`src/rtl/axi_st_fifo_src_if.sv`:
```
// AXI-ST handshake bundle between the FIFO source (master) and its sink (slave).
interface axi_st_fifo_src_if #(
    parameter int unsigned DATA_W = 64
);
    logic              valid;
    logic [DATA_W-1:0] data;
    logic              rdy;

    modport master (output valid, output data, input rdy);
    modport slave  (input valid, input data, output rdy);
endinterface

```
`src/rtl/axi_st_fifo_src.sv`:
```
// FIFO-to-AXI-ST source. FIFO reads are issued only while the words already in flight plus
// the words held in the skid buffer leave room for one more, so a read can always land even
// when the sink stalls. The buffer head is presented on AXI-ST.
module axi_st_fifo_src #(
    parameter int unsigned DATA_W    = 64,
    parameter int unsigned RD_LAT    = 2,
    parameter int unsigned BUF_DEPTH = 4,
    parameter int unsigned CNT_W     = 16
) (
    input  logic                           clk,
    input  logic                           rst_n,
    input  logic                           enable,
    input  logic                           fifo_empty,
    output logic                           fifo_rden,
    input  logic [DATA_W-1:0]              fifo_rdata,
    axi_st_fifo_src_if.master              axist,
    output logic [$clog2(BUF_DEPTH+1)-1:0] buf_level,
    output logic [CNT_W-1:0]               beat_cnt,
    output logic                           idle
);
    localparam int unsigned LVL_W = $clog2(BUF_DEPTH + 1);
    localparam int unsigned SUM_W = LVL_W + 1;
    localparam int unsigned PTR_W = $clog2(BUF_DEPTH);
    localparam int unsigned INF_W = $clog2(RD_LAT + 1);

    logic [RD_LAT-1:0] vld_sr_q;
    logic [INF_W-1:0]  inflight;
    logic [SUM_W-1:0]  credit_used;
    logic [DATA_W-1:0] mem_q [BUF_DEPTH];
    logic [PTR_W-1:0]  wr_ptr_q;
    logic [PTR_W-1:0]  rd_ptr_q;
    logic [LVL_W-1:0]  level_q;
    logic [LVL_W-1:0]  level_d;
    logic              valid_q;
    logic [CNT_W-1:0]  beat_cnt_q;
    logic              push;
    logic              pop;

    // Circular pointer advance; depth need not be a power of two.
    function automatic logic [PTR_W-1:0] ptr_inc(input logic [PTR_W-1:0] p);
        return (p == PTR_W'(BUF_DEPTH - 1)) ? '0 : p + 1'b1;
    endfunction

    // Count reads still travelling through the FIFO read pipeline.
    always_comb begin
        inflight = '0;
        for (int i = 0; i < int'(RD_LAT); i++) begin
            inflight = inflight + INF_W'(vld_sr_q[i]);
        end
    end

    // Registered occupancy only, so no path from axist.rdy to the read strobe.
    assign credit_used = SUM_W'(inflight) + SUM_W'(level_q);
    assign fifo_rden   = rst_n & enable & ~fifo_empty & (credit_used < SUM_W'(BUF_DEPTH));

    assign push = vld_sr_q[RD_LAT-1];
    assign pop  = valid_q & axist.rdy;

    // Shift the read strobe along; the tail marks the cycle its data is on fifo_rdata.
    always_ff @(posedge clk or negedge rst_n) begin
        if (!rst_n) begin
            vld_sr_q <= '0;
        end else begin
            vld_sr_q[0] <= fifo_rden;
            for (int i = 1; i < int'(RD_LAT); i++) begin
                vld_sr_q[i] <= vld_sr_q[i-1];
            end
        end
    end

    // Skid buffer storage; cleared on reset so the head reads 0 out of reset.
    always_ff @(posedge clk or negedge rst_n) begin
        if (!rst_n) begin
            for (int i = 0; i < int'(BUF_DEPTH); i++) begin
                mem_q[i] <= '0;
            end
        end else if (push) begin
            mem_q[wr_ptr_q] <= fifo_rdata;
        end
    end

    // Next occupancy; simultaneous push and pop leave it unchanged.
    always_comb begin
        level_d = level_q;
        if (push && !pop) begin
            level_d = level_q + 1'b1;
        end else if (!push && pop) begin
            level_d = level_q - 1'b1;
        end
    end

    // Pointers, occupancy, registered valid and the accepted-beat counter.
    always_ff @(posedge clk or negedge rst_n) begin
        if (!rst_n) begin
            wr_ptr_q   <= '0;
            rd_ptr_q   <= '0;
            level_q    <= '0;
            valid_q    <= 1'b0;
            beat_cnt_q <= '0;
        end else begin
            if (push) begin
                wr_ptr_q <= ptr_inc(wr_ptr_q);
            end
            if (pop) begin
                rd_ptr_q <= ptr_inc(rd_ptr_q);
            end
            level_q    <= level_d;
            valid_q    <= (level_d != '0);
            beat_cnt_q <= beat_cnt_q + CNT_W'(pop);
        end
    end

    assign axist.valid = valid_q;
    assign axist.data  = mem_q[rd_ptr_q];
    assign buf_level   = level_q;
    assign beat_cnt    = beat_cnt_q;
    assign idle        = (vld_sr_q == '0) && (level_q == '0);

endmodule

```
`src/flat_wrapper.sv`:
```
// flat-port wrapper written by rule: the top's interface ports become plain ports
module axi_st_fifo_src_flat 
#(
    parameter int unsigned DATA_W    = 64,
    parameter int unsigned RD_LAT    = 2,
    parameter int unsigned BUF_DEPTH = 4,
    parameter int unsigned CNT_W     = 16
)
  (clk, rst_n, enable, fifo_empty, fifo_rden, fifo_rdata, buf_level, beat_cnt, idle, axist_valid, axist_data, axist_rdy);
  axi_st_fifo_src_if #(.DATA_W(DATA_W)) axist_i ();
  input  logic clk;
  input  logic rst_n;
  input  logic enable;
  input  logic fifo_empty;
  output logic fifo_rden;
  input  logic [DATA_W-1:0] fifo_rdata;
  output logic [$clog2(BUF_DEPTH+1)-1:0] buf_level;
  output logic [CNT_W-1:0] beat_cnt;
  output logic idle;
  output wire logic [$bits(axist_i.valid)-1:0] axist_valid;
  output wire logic [$bits(axist_i.data)-1:0] axist_data;
  input wire logic [$bits(axist_i.rdy)-1:0] axist_rdy;
  assign axist_valid = axist_i.valid;
  assign axist_data = axist_i.data;
  assign axist_i.rdy = axist_rdy;
  axi_st_fifo_src #(.DATA_W(DATA_W), .RD_LAT(RD_LAT), .BUF_DEPTH(BUF_DEPTH), .CNT_W(CNT_W)) u_core (.clk(clk), .rst_n(rst_n), .enable(enable), .fifo_empty(fifo_empty), .fifo_rden(fifo_rden), .fifo_rdata(fifo_rdata), .axist(axist_i), .buf_level(buf_level), .beat_cnt(beat_cnt), .idle(idle));
endmodule
```
`config.mk`:
```
export PLATFORM = sky130hd
export DESIGN_NAME = axi_st_fifo_src_flat
export DESIGN_NICKNAME = d
export VERILOG_FILES = /design/src/rtl/axi_st_fifo_src_if.sv /design/src/rtl/axi_st_fifo_src.sv /design/src/flat_wrapper.sv
export SDC_FILE = /design/constraint.sdc
export NUM_CORES = 1
export LEC_CHECK = 0
export CAP_MARGIN = 20
export CORE_ASPECT_RATIO = 0.8
export CORE_MARGIN = 2
export CORE_UTILIZATION = 40
export DETAILED_ROUTE_END_ITERATION = 7
export GPL_TIMING_DRIVEN = 0
export PLACE_DENSITY_LB_ADDON = 0.15
export SLEW_MARGIN = 10
export SYNTH_ARGS = -nofsm -noshare
export SYNTH_HDL_FRONTEND = slang
export SYNTH_SLANG_ARGS = --single-unit
```
`constraint.sdc`:
```
create_clock -name clk -period 1.9 [get_ports clk]
set_clock_uncertainty 0.05 [all_clocks]
set_input_delay 0.19 -clock clk [delete_from_list [all_inputs] [get_ports clk]]
set_output_delay 0.19 -clock clk [all_outputs]
set_load 0.1 [all_outputs]
```
# ---- Word-level counts from Yosys, hierarchy flattened
# Index checks and enable logic that the tools add are counted.
dict set report word_totals {
  regBits 282
  output_inout_bits 86
  elab_cells 49
  in_bits 69
}
dict set report classes {
  bitwise_logic 7
  order_cmp 4
  mux 10
  reduce_logical 9
  n_addsub 7
  n_eq_ne 2
}
# op count
set ops {}
lappend ops {{$bwmux W256} 1}
lappend ops {{$mux W64} 3}
lappend ops {{$bmux W64 S2} 1}
lappend ops {{$demux W64 S2} 1}
lappend ops {{$add A16 B1 Y16} 1}
lappend ops {{$ge A3 B3 Y1 const B} 2}
lappend ops {{$mux W3} 2}
lappend ops {{$not A2 Y3} 2}
lappend ops {{$add A2 B1 Y2 const B} 2}
lappend ops {{$add A2 B3 Y4} 1}
lappend ops {{$and A1 B1 Y1} 4}
lappend ops {{$eq A2 B2 Y1 const B} 2}
lappend ops {{$logic_and A1 B1 Y1} 4}
lappend ops {{$lt A4 B3 Y1 const B} 1}
lappend ops {{$mux W2} 2}
lappend ops {{$add A3 B1 Y3 const B} 1}
lappend ops {{$logic_not A3 Y1} 1}
lappend ops {{$lt A3 B1 Y1 const B} 1}
lappend ops {{$reduce_bool A3 Y1} 1}
lappend ops {{$sub A3 B1 Y3 const B} 1}
lappend ops {{$add A1 B1 Y2} 1}
lappend ops {{$logic_not A1 Y1} 2}
lappend ops {{$logic_not A2 Y1} 1}
lappend ops {{$not A1 Y1} 1}

# ---- Depth between registers and ports, before layout
# Gate-level depths: netlist of the first run.
dict set report logic_depth {
  ltp_word 6
  depth_mapped 7
  mapped_depth_nobuf 7
}

# ---- Least setup slack after synthesis of the first run
# No wires, ideal clock.
dict set report synth_path {
  path_type {reg-to-reg}
  start {register u_core.level_q[0], in the netlist u_core.buf_level[0]}
  end {register u_core.vld_sr_q[0]}
  required_time_ns 1.420
  t_arrival_ns 4.457
  synth_period_minus_slack_ns 4.937
  setup_time_ns 0.430
  path_stages_with_launch 5
  path_slack_ns -3.037
  path_buffers 0
  cell_sequence {dfrtp_1 ha_1 a21oi_1 nor2_1 nor4_1}
}
dict set report synth_between {
  elab_chain_len 3
}
# element line_no
set synth_rtl {}
lappend synth_rtl {{from (decl)} axi_st_fifo_src.sv:32} ;# logic [LVL_W-1:0] level_q;
lappend synth_rtl {{from (signal assigned)} axi_st_fifo_src.sv:107} ;# level_q <= level_d;
lappend synth_rtl {{$add A2 B3 Y4} axi_st_fifo_src.sv:53} ;# assign credit_used = SUM_W'(inflight) + SUM_W'(level_q);
lappend synth_rtl {{$lt A4 B3 Y1} axi_st_fifo_src.sv:54} ;# assign fifo_rden = rst_n & enable & ~fifo_empty & (credit_used < SUM_W'(BUF_DEPTH));
lappend synth_rtl {{$and A1 B1 Y1} axi_st_fifo_src.sv:54}
lappend synth_rtl {{named net fifo_rden} flat_wrapper.sv:15} ;# output logic fifo_rden;
lappend synth_rtl {{to (signal assigned)} axi_st_fifo_src.sv:64} ;# vld_sr_q[0] <= fifo_rden;
lappend synth_rtl {{to (signal, indexed assignment)} axi_st_fifo_src.sv:66} ;# vld_sr_q[i] <= vld_sr_q[i-1];
lappend synth_rtl {{to (decl)} axi_st_fifo_src.sv:26} ;# logic [RD_LAT-1:0] vld_sr_q;
# The timed path passes the listed nets, and every way through them passes these cells.
# A chain may end at the register's enable or synchronous reset.

# ---- Worst setup path in the final report of the first run
dict set report layout_path {
  start {register u_core.rd_ptr_q[0]}
  end {output axist_data[25]}
}
dict set report layout_between {
  elab_chain_len 4
}
# element line_no
set layout_rtl {}
lappend layout_rtl {{from (decl)} axi_st_fifo_src.sv:31} ;# logic [PTR_W-1:0] rd_ptr_q;
lappend layout_rtl {{from (signal assigned)} axi_st_fifo_src.sv:105} ;# rd_ptr_q <= ptr_inc(rd_ptr_q);
lappend layout_rtl {{$not A2 Y3 (implied by the code)} axi_st_fifo_src.sv:114} ;# assign axist.data = mem_q[rd_ptr_q];
lappend layout_rtl {{$bmux W64 S2} axi_st_fifo_src.sv:114}
lappend layout_rtl {{$mux W64 (implied by the code) (2 in a row)} axi_st_fifo_src.sv:114}
lappend layout_rtl {{to (decl)} flat_wrapper.sv:21} ;# output wire logic [$bits(axist_i.data)-1:0] axist_data;
# Every way passes these cells. The select of a mux whose other input is x is not followed.

==> results of run 1 <==
## logic make-up (layout without fill, tap and decap cells)
group                    Yosys count  in the layout  share of synthesized area
adder cells (fa/ha/maj)           11             11                     0.0113
XOR/XNOR                          17             17                     0.0122
buffers and inverters             47            274                     0.0207
AND/OR/NAND/NOR                   39             39                     0.0167
multiplexers                     321            321                      0.355
AO/OA/AOI/OAI                     11             11                    0.00605
flip-flops                       282            282                      0.578
## state kept, by name, summed over array words and instances, names as in the netlist
name and cells:
u_core.mem_q 256, u_core.beat_cnt 16, u_core.axist.valid 1, u_core.buf_level 3, u_core.rd_ptr_q 2, u_core.vld_sr_q 2, u_core.wr_ptr_q 2
## what timing repair did
item	4_1_cts	5_1_grt
setup buffers	4	6
setup endpoints to repair	125	180
pin swaps	1	3
resized for setup	571	32
gates cloned	2	4
hold endpoints to repair	90	90
## synth_stat cells (2+ instances only)
cell	n
a21oi_1	2
and3_1	5
buf_2	28
buf_4	3
buf_6	4
clkbuf_1	5
dfrtp_1	282
ha_1	11
inv_1	7
mux2_2	257
mux4_2	64
nand2_1	9
nand2_2	4
nand3_1	6
nand4_1	3
nor2_1	5
nor3_1	3
o21ai_0	4
xnor2_1	12
xor2_1	5
## per-layer routing
layer,global-route usage,part of all wire,vias to the layer above
met5,0,0,-
met4,0.0391,0.023,0
met3,0.0334,0.044,42
met2,0.254,0.45,113
met1,0.259,0.48,3664
li1,-,-,3113
## final timing paths
kind,from,to,slack (ns),cells after the start
min in group clk,fifo_empty,u_core.vld_sr_q[0]$_DFF_PN0_,0.22,2
min reg2reg,u_core.beat_cnt[10]$_DFF_PN0_,u_core.beat_cnt[10]$_DFF_PN0_,0.42,1
max in group asynchronous,rst_n,u_core.mem_q[243]$_DFFE_PN0P_,1.32,2
max reg2reg,u_core.vld_sr_q[1]$_DFF_PN0_,u_core.mem_q[37]$_DFFE_PN0P_,0.10,5
min,rst_n,u_core.mem_q[207]$_DFFE_PN0P_,-0.46,1
max,u_core.rd_ptr_q[0]$_DFFE_PN0N_,axist_data[25],-0.42,4
## cell usage in the layout (no fill, tap or decap), types with 2 or more instances in the layout
master / instances
nand3_1: 6
nand2_1: 8
clkinv_2: 7
buf_12: 13
dfrtp_4: 3
clkbuf_8: 3
clkbuf_4: 16
inv_1: 4
mux2_2: 257
o21ai_0: 4
dfrtp_2: 11
inv_4: 2
buf_4: 17
buf_6: 57
clkdlybuf4s50_1: 67
buf_16: 4
buf_2: 7
xor2_1: 5
nor2_1: 4
xnor2_1: 12
dfrtp_1: 268
clkdlybuf4s15_2: 19
nand2_4: 2
nand2_2: 3
and3_4: 2
nand4_1: 3
nor3_1: 3
clkbuf_16: 35
ha_1: 9
mux4_2: 64
clkbuf_1: 11
and3_1: 3
buf_8: 7
## final cells by class
type                            count  share of cell area
Buffer                             40              0.0240
Clock buffer                       45              0.0539
Tap cell                          413              0.0324
Sequential cell                   282               0.444
Clock inverter                     10             0.00510
Timing Repair Buffer              172               0.126
Inverter                            7             0.00196
Multi-Input combinational cell    399               0.312
## metrics by stage
| step | setup TNS, ns | area [um2] | utilization |
|---|---|---|---|
| floorplan | -1.36 | 12300 | - |
| global placement | -3541.57 | 14400 | 0.476 |
| detailed placement | -60.48 | 14400 | 0.478 |
| CTS | -27.62 | 15700 | 0.521 |
| global route | -30.51 | 15900 | 0.528 |
| finish | -25.40 | 15900 | 0.528 |
## worst max-delay path: cells and delay by family (launching register included)
| family | cells | cell delay, ns |
|---|---|---|
| mux | 1 | 0.55 |
| flops | 1 | 0.43 |
| buf+inv | 3 | 0.54 |
==> metrics.md, run 1 <==
| Metric | Value |
|---|---|
| Cell count after synthesis | `~730` |
| Required @ worst endpoint | `roughly 1.7 ns` |
| Syn_nets | `808` |
| #FFs+latches synth | `around 280` |
| EDFF count, synth | `0` |
| Biggest area consumer among synthesized cells | `dfrtp_1` |
| Top cells by area, synth | `dfrtp_1, mux2_2, mux4_2, buf_2, ha_1` |
| Worst min-delay path class | `primary input to asynchronous set/reset pin` |
| Worst setup EP type | `output port` |
| Netlist cell types | `29` |
| Top_reg_cell synth | `dfrtp_1` |
| Setup WS post-layout | `-0.423 ns` |
| Starting Density | `0.405` |
| Total grt overflow | `0` |
| GP Congestion | `slightly above 0.7` |
| Worst path slowest cell | `mux4_2` |
| CTS max path bufs | `3` |
| CP Cell Sequence | `buf_12 > buf_12 > mux4_2 > buf_8` |
| Pre-CTS setup slack | `-1.32 ns` |
| First-pass GRT wire length | `between 40000 and 50000 um` |
| Final hold vios | `between 100 and 150` |
| IO Count | `between 150 and 200` |
| Slew Limit Fails | `0` |
| Slowest cell delay on critical path | `~0.55 ns` |
| Final critical-path share of the clock period | `1.22` |
| Mean post-synth cell area | `~17 um2` |
| Clock transition at path regs | `approximately 0.060 ns` |
| Fillcell total | `around 2600` |
| Largest net degree at the start of global routing | `~100` |
| Worst Path Max Fanout | `9` |
| Clock sinks | `282` |
| Port bufs | `154` |
| Root Driver | `clkbuf_16` |
| Core area | `about 30000 um2` |
| Crit-path most repeated cell | `buf_12` |
| Via Count | `about 6900` |
| Failing checks | `hold timing, setup timing` |
| Fin nets | `about 1000` |
| Area fraction of the dominant cell type after synthesis | `0.578` |
| Die Wd | `approximately 200 um` |
| Unrepaired setup endpoints after global routing | `yes` |
| Rows | `57` |
| Register area | `approximately 7100 um2` |
| Hold slack | `-0.465 ns` |
| Min cycle time layout | `around 2.3 ns` |
| Die height | `between 150 and 200 um` |
| First DRT Iteration DRCs | `232` |
| Routed Antenna Nets | `0` |
| Setup CP Type | `flip-flop to output port` |
| Initial antenna violation count | `0` |
| Post-Syn Area | `between 10000 and 15000 um2` |
| Seq/Total Area, Yosys | `0.578` |
| Final WL | `approximately 27000 um` |
| CTS tree | `done` |
| Layout area overhead | `30.5%` |
| Final setup viols | `66` |
| Number of diodes | `0` |
| Worst slew pin tran | `~0.56 ns` |
| Layout Cells excl Fill | `about 1400` |
| Layout cells sized above 1 | `0.566` |
| Drc violations | `0` |
| 1st-pass router iterations | `4` |
| DPL Wire Length | `between 15000 and 20000 um` |
| Slew HR | `0.628` |
| Syn. warnings | `0` |
| Max Clk Rate | `between 0.4 and 0.5 GHz` |
| Area of the multi-input gates | `between 4000 and 5000 um2` |
| Routed vias/inst | `5.07` |
| Ys async rst share | `1.00` |
| WL/cell | `around 19 um` |
| Outcome | `finished, violations left` |
| Max-cap viol count | `0` |
| Total GRT Usage | `0.171` |
| Crit start category | `flip-flop` |
| CP arrival | `approximately 2.1 ns` |
| Vias in the first global route | `between 7000 and 8000` |
| H-tree depth | `1` |
| TritonCTS Buffers | `30` |
| Die area | `approximately 32000 um2` |
| Post-Place Cells | `1297` |
| Skew-Pair Late Insertion Delay | `0.54 ns` |
Power of run 1 is not shown: default switching activity piles up to over one toggle a cycle in this logic, so the estimate is an artifact.
==> run 2: changes to the inputs <==
--- a/config.mk
+++ b/config.mk
@@ -6,10 +6,13 @@
 export NUM_CORES = 1
 export LEC_CHECK = 0
 export CAP_MARGIN = 20
+export CELL_PAD_IN_SITES_DETAIL_PLACEMENT = 0
+export CELL_PAD_IN_SITES_GLOBAL_PLACEMENT = 1
 export CORE_ASPECT_RATIO = 0.8
 export CORE_MARGIN = 2
 export CORE_UTILIZATION = 40
 export DETAILED_ROUTE_END_ITERATION = 7
+export DONT_BUFFER_PORTS = 1
 export GPL_TIMING_DRIVEN = 0
 export PLACE_DENSITY_LB_ADDON = 0.15
 export SLEW_MARGIN = 10
==> run 2 against run 1 <==
Compared with the run above: sequential share of layout area grew 2.6 points; the run still ends with hold timing, setup timing left; highest routed layer unchanged; utilization shrank 2.9 points; non-clock buffer count shrank 82; critical path depth shrank 1; flip-flop and latch count is the same; global-route usage grew 0.46 points; routed wire length grew 3.8%; maximum frequency shrank 3.8%; cell count shrank 5.8%; largest cell class unchanged; first-iteration DRC count grew 38%; die area is the same.
==> metrics.md, run 2 (same netlist as run 1, synthesis figures left out) <==
| Metric | Value |
|---|---|
| CTS tree | `done` |
| Setup WS post-layout | `-0.514 ns` |
| Layout area overhead | `23.4%` |
| Initial antenna violation count | `2` |
| Final instance area | `between 15000 and 20000 um2` |
| Placed Area | `12900 um2` |
| Most frequent cells in the layout | `dfrtp_1, mux2_2, dlygate4sd3_1, mux4_2, clkbuf_16` |
| IO Count | `approximately 160` |
| Via Count | `approximately 6700` |
| CTS max path bufs | `3` |
| Layout Cells excl Fill | `approximately 1300` |
| Post-Place Cells | `roughly 1100` |
| Setup CP Type | `flip-flop to output port` |
| Worst Path Max Fanout | `10` |
| Final WL | `27600 um` |
| Slew Limit Fails | `0` |
| Worst slew pin tran | `1.01 ns` |
| Met3 Usage GRT | `0.0412` |
| Worst setup EP type | `output port` |
| Max Clk Rate | `slightly above 0.4 GHz` |
| Root Driver | `clkbuf_16` |
| 1st-pass router iterations | `4` |
| Routed vias/inst | `roughly 5.2` |
| TritonCTS Buffers | `30` |
| Outcome | `finished, violations left` |
| Fin nets | `between 900 and 1000` |
| H-tree depth | `1` |
| Max-cap viol count | `0` |
| Worst min-delay path class | `primary input to asynchronous set/reset pin` |
| Required @ worst endpoint | `between 1.5 and 2 ns` |
| Largest Register | `u_core.mem_q` |
| Hold slack | `-0.720 ns` |
| Skew-Pair Late Insertion Delay | `roughly 0.55 ns` |
| DPL Wire Length | `about 18000 um` |
| Met2 usage | `0.298` |
| Total GRT Usage | `0.175` |
| Final hold vios | `approximately 280` |
| Clock transition at path regs | `around 0.060 ns` |
| Unrepaired setup endpoints after global routing | `yes` |
| GRT Max-Usage Layer | `met2` |
| Failing checks | `hold timing, setup timing` |
| Drc violations | `0` |
| Routed Antenna Nets | `0` |
| Worst-case reg-to-reg path depth | `7` |
| Die area | `31900 um2` |
| R2R Path Start | `u_core.buf_level[1]$_DFF_PN0_` |
| Rows | `57` |
| First-pass GRT wire length | `43400 um` |
| WL/cell | `between 20 and 25 um` |
| Starting Density | `0.405` |
| CP arrival | `between 2 and 2.5 ns` |
| Port bufs | `0` |
| Max reg flops | `256` |
| Die height | `160 um` |
| Final critical-path share of the clock period | `1.27` |
| Pre-CTS setup slack | `-0.332 ns` |
| Core area | `a little over 30000 um2` |
| First DRT Iteration DRCs | `319` |
| Met1 Resource Use GR | `0.232` |
| Min cycle time layout | `about 2.4 ns` |
| CTS Hold Bufs | `67` |
| Layout cells sized above 1 | `0.542` |
| Total grt overflow | `0` |
| Crit start category | `flip-flop` |
| Clock sinks | `282` |
| GP Congestion | `roughly 0.76` |
| Die Wd | `approximately 200 um` |
| Reg-to-reg endpoint | `u_core.axist.valid$_DFF_PN0_` |
| Final setup viols | `67` |
| Largest net degree at the start of global routing | `284` |
| Slew HR | `0.328` |
| Vias in the first global route | `7558` |
| R2R setup slack | `-0.02 ns` |
| Commonest non-fill, non-tap cell in the layout | `dfrtp_1` |
run 2: changes by cell type in the layout (fill, tap and decap cells not counted), moves of 9 or more:
| cell | delta |
|---|---|
| buf_4 | +17 |
| buf_6 | -53 |
| clkbuf_1 | -9 |
| clkbuf_4 | -11 |
| clkdlybuf4s15_2 | -19 |
| clkdlybuf4s50_1 | -67 |
| dlygate4sd3_1 | +67 |
run 2: worst max path at each step:
stage	startpoint	endpoint	cells past startpoint	slack [ns]
after floorplan	u_core.buf_level[0]$_DFF_PN0_	u_core.vld_sr_q[0]$_DFF_PN0_	4	-0.57
after global placement	u_core.buf_level[0]$_DFF_PN0_	u_core.vld_sr_q[0]$_DFF_PN0_	4	-0.65
after detailed placement	u_core.rd_ptr_q[1]$_DFFE_PN0N_	axist_data[46]	3	-0.33
after CTS	u_core.rd_ptr_q[0]$_DFFE_PN0N_	axist_data[46]	3	-0.56
after global routing	u_core.rd_ptr_q[0]$_DFFE_PN0N_	axist_data[37]	3	-0.59
final	u_core.rd_ptr_q[0]$_DFFE_PN0N_	axist_data[60]	3	-0.51
run 2: what timing repair did:
| action | 4_1_cts | 5_1_grt |
|---|---|---|
| gates resized for setup | 69 | 12 |
| endpoints found under the hold margin | 545 | 283 |
| gates cloned | 0 | 2 |
| buffers inserted | 16 | 6 |
| endpoints found under the setup margin | 221 | 204 |
| pin swaps | 10 | 9 |
run 2: layer usage:
metal / vias up / share of wire
li1: 2957 / -
met2: 115 / 0.50
met1: 3632 / 0.44
met4: 0 / 0.015
met3: 33 / 0.047
met5: - / 0
run 2: critical path: stages, from the launching register on:
cell,delay [ns]
dfrtp_2,0.46
buf_12,0.18
buf_12,0.16
mux4_2,0.80
run 2: metrics by stage:
step / TNS [ns] / utilization / hold slack (ns)
after CTS: -34.59 / 0.496 / -0.753
after global placement: -16.71 / 0.425 / -0.150
after global routing: -36.57 / 0.499 / -0.750
after detailed placement: -16.85 / 0.427 / -0.150
final: -31.79 / 0.499 / -0.720
after floorplan: -1.36 / - / -0.156
run 2: area by class of cell:
class	count	area [um2]
multi-input combinational	399	5050
tap	413	517
buffer	40	384
clock inverter	13	146
clock buffer	43	921
sequential	282	7090
timing repair buffer	90	917
antenna	1	2.50
fill	2499	15100
inverter	7	38.8
Power of run 2 is left out for the same reason.
